==> src/rtl/evm_pkg.sv <==
// Shared EVM core definitions: opcode bounds, gas tiers and the PUSH sequencer state set.
package evm_pkg;

  localparam logic [7:0] OP_PUSH0  = 8'h5F;
  localparam logic [7:0] OP_PUSH32 = 8'h7F;

  localparam int G_BASE    = 2;
  localparam int G_VERYLOW = 3;

  typedef enum logic [2:0] {
    ST_IDLE  = 3'd0,
    ST_FETCH = 3'd1,
    ST_WAIT  = 3'd2,
    ST_PUSH  = 3'd3,
    ST_FIN   = 3'd4
  } push_state_e;

  function automatic logic is_push(input logic [7:0] op);
    return (op >= OP_PUSH0) && (op <= OP_PUSH32);
  endfunction

endpackage

==> src/rtl/push_acc.sv <==
// 256-bit byte-shift accumulator: each accepted byte enters at the LSB end so the
// immediate ends up right-aligned once all bytes have been shifted in.
module push_acc (
  input  logic         clk,
  input  logic         rst_n,
  input  logic         clr_i,
  input  logic         shift_en_i,
  input  logic [7:0]   din_i,
  output logic [255:0] acc_o
);

  logic [255:0] acc_q;

  always_ff @(posedge clk or negedge rst_n) begin
    if (!rst_n) begin
      acc_q <= '0;
    end else if (clr_i) begin
      acc_q <= '0;
    end else if (shift_en_i) begin
      acc_q <= {acc_q[247:0], din_i};
    end
  end

  assign acc_o = acc_q;

endmodule

==> src/rtl/push_seq.sv <==
// PUSH0..PUSH32 sequencer: charges gas, fetches immediates byte by byte, pushes the word.
// Optional macro PUSH_SEQ_GAS_CHECK_EN enables the out-of-gas error.
module push_seq
  import evm_pkg::*;
#(
  parameter int CODE_AW = 16,
  parameter int GAS_W   = 32
) (
  input  logic               clk,
  input  logic               rst_n,
  input  logic               start,
  input  logic [7:0]         opcode,
  input  logic [CODE_AW-1:0] pc,
  input  logic [CODE_AW:0]   code_len,
  input  logic [GAS_W-1:0]   gas_in,
  output logic               busy,
  output logic               code_req,
  output logic [CODE_AW-1:0] code_addr,
  input  logic [7:0]         code_rdata,
  input  logic               code_rvalid,
  output logic               stk_valid,
  output logic [255:0]       stk_data,
  input  logic               stk_ready,
  output logic               done,
  output logic               err,
  output logic [CODE_AW-1:0] pc_nxt,
  output logic [GAS_W-1:0]   gas_out
);

  push_state_e        state_q, state_d;
  logic [5:0]         i_q, i_d;
  logic [CODE_AW-1:0] pc_nxt_q, pc_nxt_d;
  logic [GAS_W-1:0]   gas_q, gas_d;
  logic [CODE_AW-1:0] pc_q;
  logic [CODE_AW:0]   clen_q;
  logic [5:0]         n_q;

  logic [5:0]         n_start;
  logic [GAS_W-1:0]   cost;
  logic               bad_op;
  logic               oog;
  logic [CODE_AW:0]   addr;
  logic               in_range;
  logic               load;
  logic               acc_clr;
  logic               acc_shift;
  logic [7:0]         acc_din;
  logic [5:0]         i_inc;
  logic [255:0]       acc;

  // Low six opcode bits minus 0x1F equal opcode - 0x5F across the whole PUSH range.
  assign n_start = opcode[5:0] - 6'h1F;
  assign cost    = (opcode == OP_PUSH0) ? GAS_W'(G_BASE) : GAS_W'(G_VERYLOW);
  assign bad_op  = !is_push(opcode);
`ifdef PUSH_SEQ_GAS_CHECK_EN
  assign oog     = (gas_in < cost);
`else
  assign oog     = 1'b0;
`endif

  // Extra address bit catches wrap past the top of code space.
  assign addr     = {1'b0, pc_q} + (CODE_AW+1)'(i_q) + (CODE_AW+1)'(1);
  assign in_range = !addr[CODE_AW] && (addr < clen_q);
  assign i_inc    = i_q + 6'd1;

  assign acc_shift = ((state_q == ST_FETCH) && !in_range) ||
                     ((state_q == ST_WAIT) && code_rvalid);
  assign acc_din   = (state_q == ST_WAIT) ? code_rdata : 8'h00;

  always_comb begin
    state_d  = state_q;
    i_d      = i_q;
    pc_nxt_d = pc_nxt_q;
    gas_d    = gas_q;
    load     = 1'b0;
    acc_clr  = 1'b0;
    case (state_q)
      ST_IDLE: begin
        if (start) begin
          load    = 1'b1;
          acc_clr = 1'b1;
          i_d     = '0;
          if (bad_op || oog) begin
            state_d  = ST_FIN;
            pc_nxt_d = pc;
            gas_d    = gas_in;
          end else begin
            pc_nxt_d = pc + CODE_AW'(n_start) + CODE_AW'(1);
            gas_d    = gas_in - cost;
            state_d  = (opcode == OP_PUSH0) ? ST_PUSH : ST_FETCH;
          end
        end
      end
      ST_FETCH: begin
        if (in_range) begin
          state_d = ST_WAIT;
        end else begin
          i_d     = i_inc;
          state_d = (i_inc == n_q) ? ST_PUSH : ST_FETCH;
        end
      end
      ST_WAIT: begin
        if (code_rvalid) begin
          i_d     = i_inc;
          state_d = (i_inc == n_q) ? ST_PUSH : ST_FETCH;
        end
      end
      ST_PUSH: begin
        if (stk_ready) state_d = ST_IDLE;
      end
      ST_FIN:  state_d = ST_IDLE;
      default: state_d = ST_IDLE;
    endcase
  end

  always_ff @(posedge clk or negedge rst_n) begin
    if (!rst_n) begin
      state_q  <= ST_IDLE;
      i_q      <= '0;
      pc_nxt_q <= '0;
      gas_q    <= '0;
    end else begin
      state_q  <= state_d;
      i_q      <= i_d;
      pc_nxt_q <= pc_nxt_d;
      gas_q    <= gas_d;
    end
  end

  // Instruction operands are only consulted after a start has loaded them.
  always_ff @(posedge clk) begin
    if (load) begin
      pc_q   <= pc;
      clen_q <= code_len;
      n_q    <= n_start;
    end
  end

  push_acc u_acc (
    .clk        (clk),
    .rst_n      (rst_n),
    .clr_i      (acc_clr),
    .shift_en_i (acc_shift),
    .din_i      (acc_din),
    .acc_o      (acc)
  );

  assign busy      = (state_q != ST_IDLE);
  assign code_req  = (state_q == ST_FETCH) && in_range;
  assign code_addr = code_req ? addr[CODE_AW-1:0] : '0;
  assign stk_valid = (state_q == ST_PUSH);
  assign stk_data  = acc;
  assign done      = (state_q == ST_FIN) || ((state_q == ST_PUSH) && stk_ready);
  assign err       = (state_q == ST_FIN);
  assign pc_nxt    = pc_nxt_q;
  assign gas_out   = gas_q;

endmodule

==> config.mk <==
export PLATFORM = sky130hd
export DESIGN_NAME = push_seq
export DESIGN_NICKNAME = d
export VERILOG_FILES = /design/src/rtl/evm_pkg.sv /design/src/rtl/push_acc.sv /design/src/rtl/push_seq.sv
export SDC_FILE = /design/constraint.sdc
export NUM_CORES = 1
export LEC_CHECK = 0
export BUFFER_PORTS_ARGS = -buffer_cell sky130_fd_sc_hd__buf_2
export CORE_UTILIZATION = 25
export DETAILED_ROUTE_END_ITERATION = 16
export GPL_TIMING_DRIVEN = 0
export PLACE_DENSITY = 0.46
export SYNTH_ARGS = -nofsm -noshare
export SYNTH_HDL_FRONTEND = slang
export SYNTH_SLANG_ARGS = --single-unit
==> constraint.sdc <==
create_clock -name clk -period 6.88 [get_ports clk]
set_input_delay 0.344 -clock clk [delete_from_list [all_inputs] [get_ports clk]]
set_output_delay 0.344 -clock clk [all_outputs]
set_load 0.05 [all_outputs]
==> flow_summary.yaml <==
cts:
  cts.path.max_buffers: 3
  tritoncts: "done"
  cts_resized: 0
  cts.sink_count: 352
  numCtsBuffers: 43
  clock_tree.root_cell: "sky130_fd_sc_hd__clkbuf_16"
  clock_transition_time_at_the_flip_flop_clock_pins_of_the_worst_setup_and_hold_paths_ps: 60
  clkLatencyLatePin_ps: 570
  clock_tree.htree_level_count: 2
  ctsHoldBuffers: 34
  postCtsSetupRepairBufs: 0
routing:
  routed-via-count: 13600
  post-route-drc-count: 0
  avgViaCountPerCell: 4.45
  routedWlPerCell_um: 17.3
  routed_wirelength_um: 52800
  drt_iter0_drc: 550
  detail_route.first_pass.iterations: 5
  drt.antenna.violating_nets: 0
final_layout:
  fill_cells: 6551
  regArea_sq_um: 9000
  multi_input_area_sq_um: 6040
  final_util_pct: 33.4
  antennaDiodeCount: 0
  layout-area-overhead-vs-synth_pct: 31.7
  nets: 2299
  final_layout_size_suffix_gt1_share_pct: 24.7
placement:
  final_replace_weighted_congestion: 0.837
  hpwl_um: 39800
  numPortBuffers: 410
critical_path:
  critical_path.cell_chain: "inv_1, ha_1, inv_1, fa_1, a21o_1, nand4_1, nand2_1, nand2_1, xnor2_1, ha_1, a21o_1, a21o_1, a2111o_1, a41o_1, or3_1, inv_1, buf_2, and2_1, buf_2"
  startpoint_type: "register"
  crit_path_max_incr_delay_ps: 530
  timing.reg2reg.setup_slack_ps: 2200
  criticalPathCategory: "reg -> out"
  cp.required_ps: 6540
  worst_ep_arrival_time_ps: 5140
  timing.critical_path.fanout_max: 10
  timing.critical_path.slowest_stage_cell: "sky130_fd_sc_hd__or3_1"
  critical_path.endpoint_type: "primary output"
floorplanning:
  dieWidth_um: 253
  rows: 91
  die-height_um: 253
  core_area_sq_um: 61900
  floorplan.initialDensity_pct: 25.4
  floorplan.die_area_sq_um: 63900
  io_pins: 411
synthesis:
  syn_nets: 1808
  seq_area_frac_synth_pct: 57.3
  synth_top_flop_cell: "sky130_fd_sc_hd__dfrtp_1"
  fraction_of_registers_with_async_set_reset_pct: 88.9
  library_cell_with_the_largest_summed_area_after_synthesis: "sky130_fd_sc_hd__dfrtp_1"
  post-synth-top-area-fraction_pct: 49.8
  synth.ff_latch_count: 352
  yosys-top-cells-count: "sky130_fd_sc_hd__nand2_1 (588), sky130_fd_sc_hd__dfrtp_1 (313), sky130_fd_sc_hd__o21ai_1 (197)"
  syn_avg_cell_area_sq_um: 9.31
  synth.area.top_cells: "sky130_fd_sc_hd__dfrtp_1 (50%), sky130_fd_sc_hd__nand2_1 (14%), sky130_fd_sc_hd__edfxtp_1 (7.5%), sky130_fd_sc_hd__o21ai_1 (6.3%), sky130_fd_sc_hd__o21ai_0 (3.9%)"
  post_synth_edffs: 39
  netlist_area_sq_um: 15700
  synth_cell_type_count: 55
  number_of_warnings_issued_by_yosys: 0
  most_repeated_cell_in_the_gate_level_netlist_after_synthesis: "sky130_fd_sc_hd__nand2_1"
  syn_inst: 1688
global_route:
  antenna_violations_before_repair: 1
  global_route_total_usage_across_every_layer_pct: 16.2
  grt_start_max_net_pins: 114
  overflow: 0
  wire_length_of_the_first_global_routing_pass_um: 80400
  number_of_global_route_vias_before_repair: 13400
sta:
  layout_min_cycle_time_ps: 5480
  unrepaired_setup_endpoints_after_global_routing: "no"
  max_freq_mhz: 182
  final_number_of_max_transition_violations: 0
  layout_worst_path_cycle_share_pct: 79.7
  fin_worst_skew_ps: 21.3
  setup_violations: 0
  tightest_slew_ps: 960
  max_slew_margin_pct: 36.0
  report.final.hold_viol_count: 0
power_and_ir_drop:
  power.density_cell_area_nw_per_um2: 271
  cellLeakagePower_nw: 9.68
  peakVddDrop_mv: 0.170
  totalPowerFinal_mw: 5.61
hold_path:
  hold_path.class: "in -> reg"
outcome:
  status: "finished, final reports clean"
flow_run:
  maxCapViolCount: 0
power breakdown:
part | switching [mW] | leakage [nW] | internal [mW]
clock network | 0.928 | 0.726 | 1.45
registers | 0.0548 | 4.66 | 2.20
logic | 0.736 | 4.29 | 0.240
final timing paths:
path | endpoint | cells past startpoint | start
setup / recovery | code_addr[5] | 19 | i_q[0]
hold / removal | u_acc.acc_o[0] | 3 | code_rdata[0]
setup reg to reg | u_acc.acc_o[2] | 19 | i_q[0]
hold reg to reg | gas_out[20] | 2 | gas_out[20]
max in group asynchronous | u_acc.acc_o[122] | 4 | rst_n
min in group asynchronous | u_acc.acc_o[62] | 2 | rst_n
final cells by class:
cell class	instances	share of cell area, %
Buffer	103	2.68
Clock buffer	58	5.81
Clock inverter	19	1.32
Inverter	30	0.544
Multi-Input combinational cell	1203	29.2
Sequential cell	352	43.5
Tap cell	837	5.06
Timing Repair Buffer	446	11.9
routing by layer:
layer  vias to the layer above  GRT usage (%)  part of all wire (%)
met3                        66           4.64                   7.3
li1                       6600              -                     -
met4                         2           4.14                   2.0
met2                       372           26.7                    47
met1                      6523           20.7                    44
met5                         -              0                 0.025
registers in the layout (all words and copies together) (netlist names):
| signal | cells |
|---|---|
| n_q | 6 |
| pc_nxt | 16 |
| i_q | 6 |
| gas_out | 32 |
| clen_q | 17 |
| state_q | 3 |
| u_acc.acc_o | 256 |
| pc_q | 16 |
critical path, delay by kind of cell, from the launching register on:
kind | cells | cell delay, ps
compound gates | 5 | 1270
simple gates | 5 | 1100
fa+ha+maj | 3 | 840
buf+inv | 5 | 760
flops | 1 | 460
xor+xnor | 1 | 160
placed cells by master (no fill, tap or decap), types with 11 or more instances in the layout:
cell type	n
sky130_fd_sc_hd__clkbuf_16	43
sky130_fd_sc_hd__buf_4	29
sky130_fd_sc_hd__edfxtp_1	39
sky130_fd_sc_hd__buf_2	421
sky130_fd_sc_hd__clkbuf_2	12
sky130_fd_sc_hd__inv_1	29
sky130_fd_sc_hd__and2_1	14
sky130_fd_sc_hd__nor2_1	32
sky130_fd_sc_hd__nor3_1	16
sky130_fd_sc_hd__o21ai_0	122
sky130_fd_sc_hd__nand3_1	13
sky130_fd_sc_hd__dfrtp_1	313
sky130_fd_sc_hd__nand2_1	588
sky130_fd_sc_hd__xnor2_1	43
sky130_fd_sc_hd__clkbuf_1	54
sky130_fd_sc_hd__a21oi_1	20
sky130_fd_sc_hd__dlygate4sd3_1	34
sky130_fd_sc_hd__xor2_1	25
sky130_fd_sc_hd__nor2b_1	11
sky130_fd_sc_hd__ha_1	32
sky130_fd_sc_hd__o21ai_1	197
cells by family after synthesis:
logic type               after synthesis  synth area share (%)
AO/OA/AOI/OAI                        376                  12.8
XOR/XNOR                              68                  3.79
multiplexers                           1                0.0717
adder cells (fa/ha/maj)               34                  2.80
flip-flops                           352                  57.3
buffers and inverters                133                  4.25
AND/OR/NAND/NOR                      724                  19.0
per-stage QoR:
step	hold slack [ps]	setup slack, ps	cell area [sq um]	TNS (ps)	std cells
4_1_cts	3.31	1290	20700	0	3048
2_1_floorplan	48.4	2290	15700	0	1688
5_1_grt	14.4	1070	20700	0	3048
3_5_place_dp	469	1930	18900	0	2937
6_report	36.2	1400	20700	0	3048
3_3_place_gp	464	-851	18800	-246730	2935
Note: power is estimated with default switching activity, not from simulation.
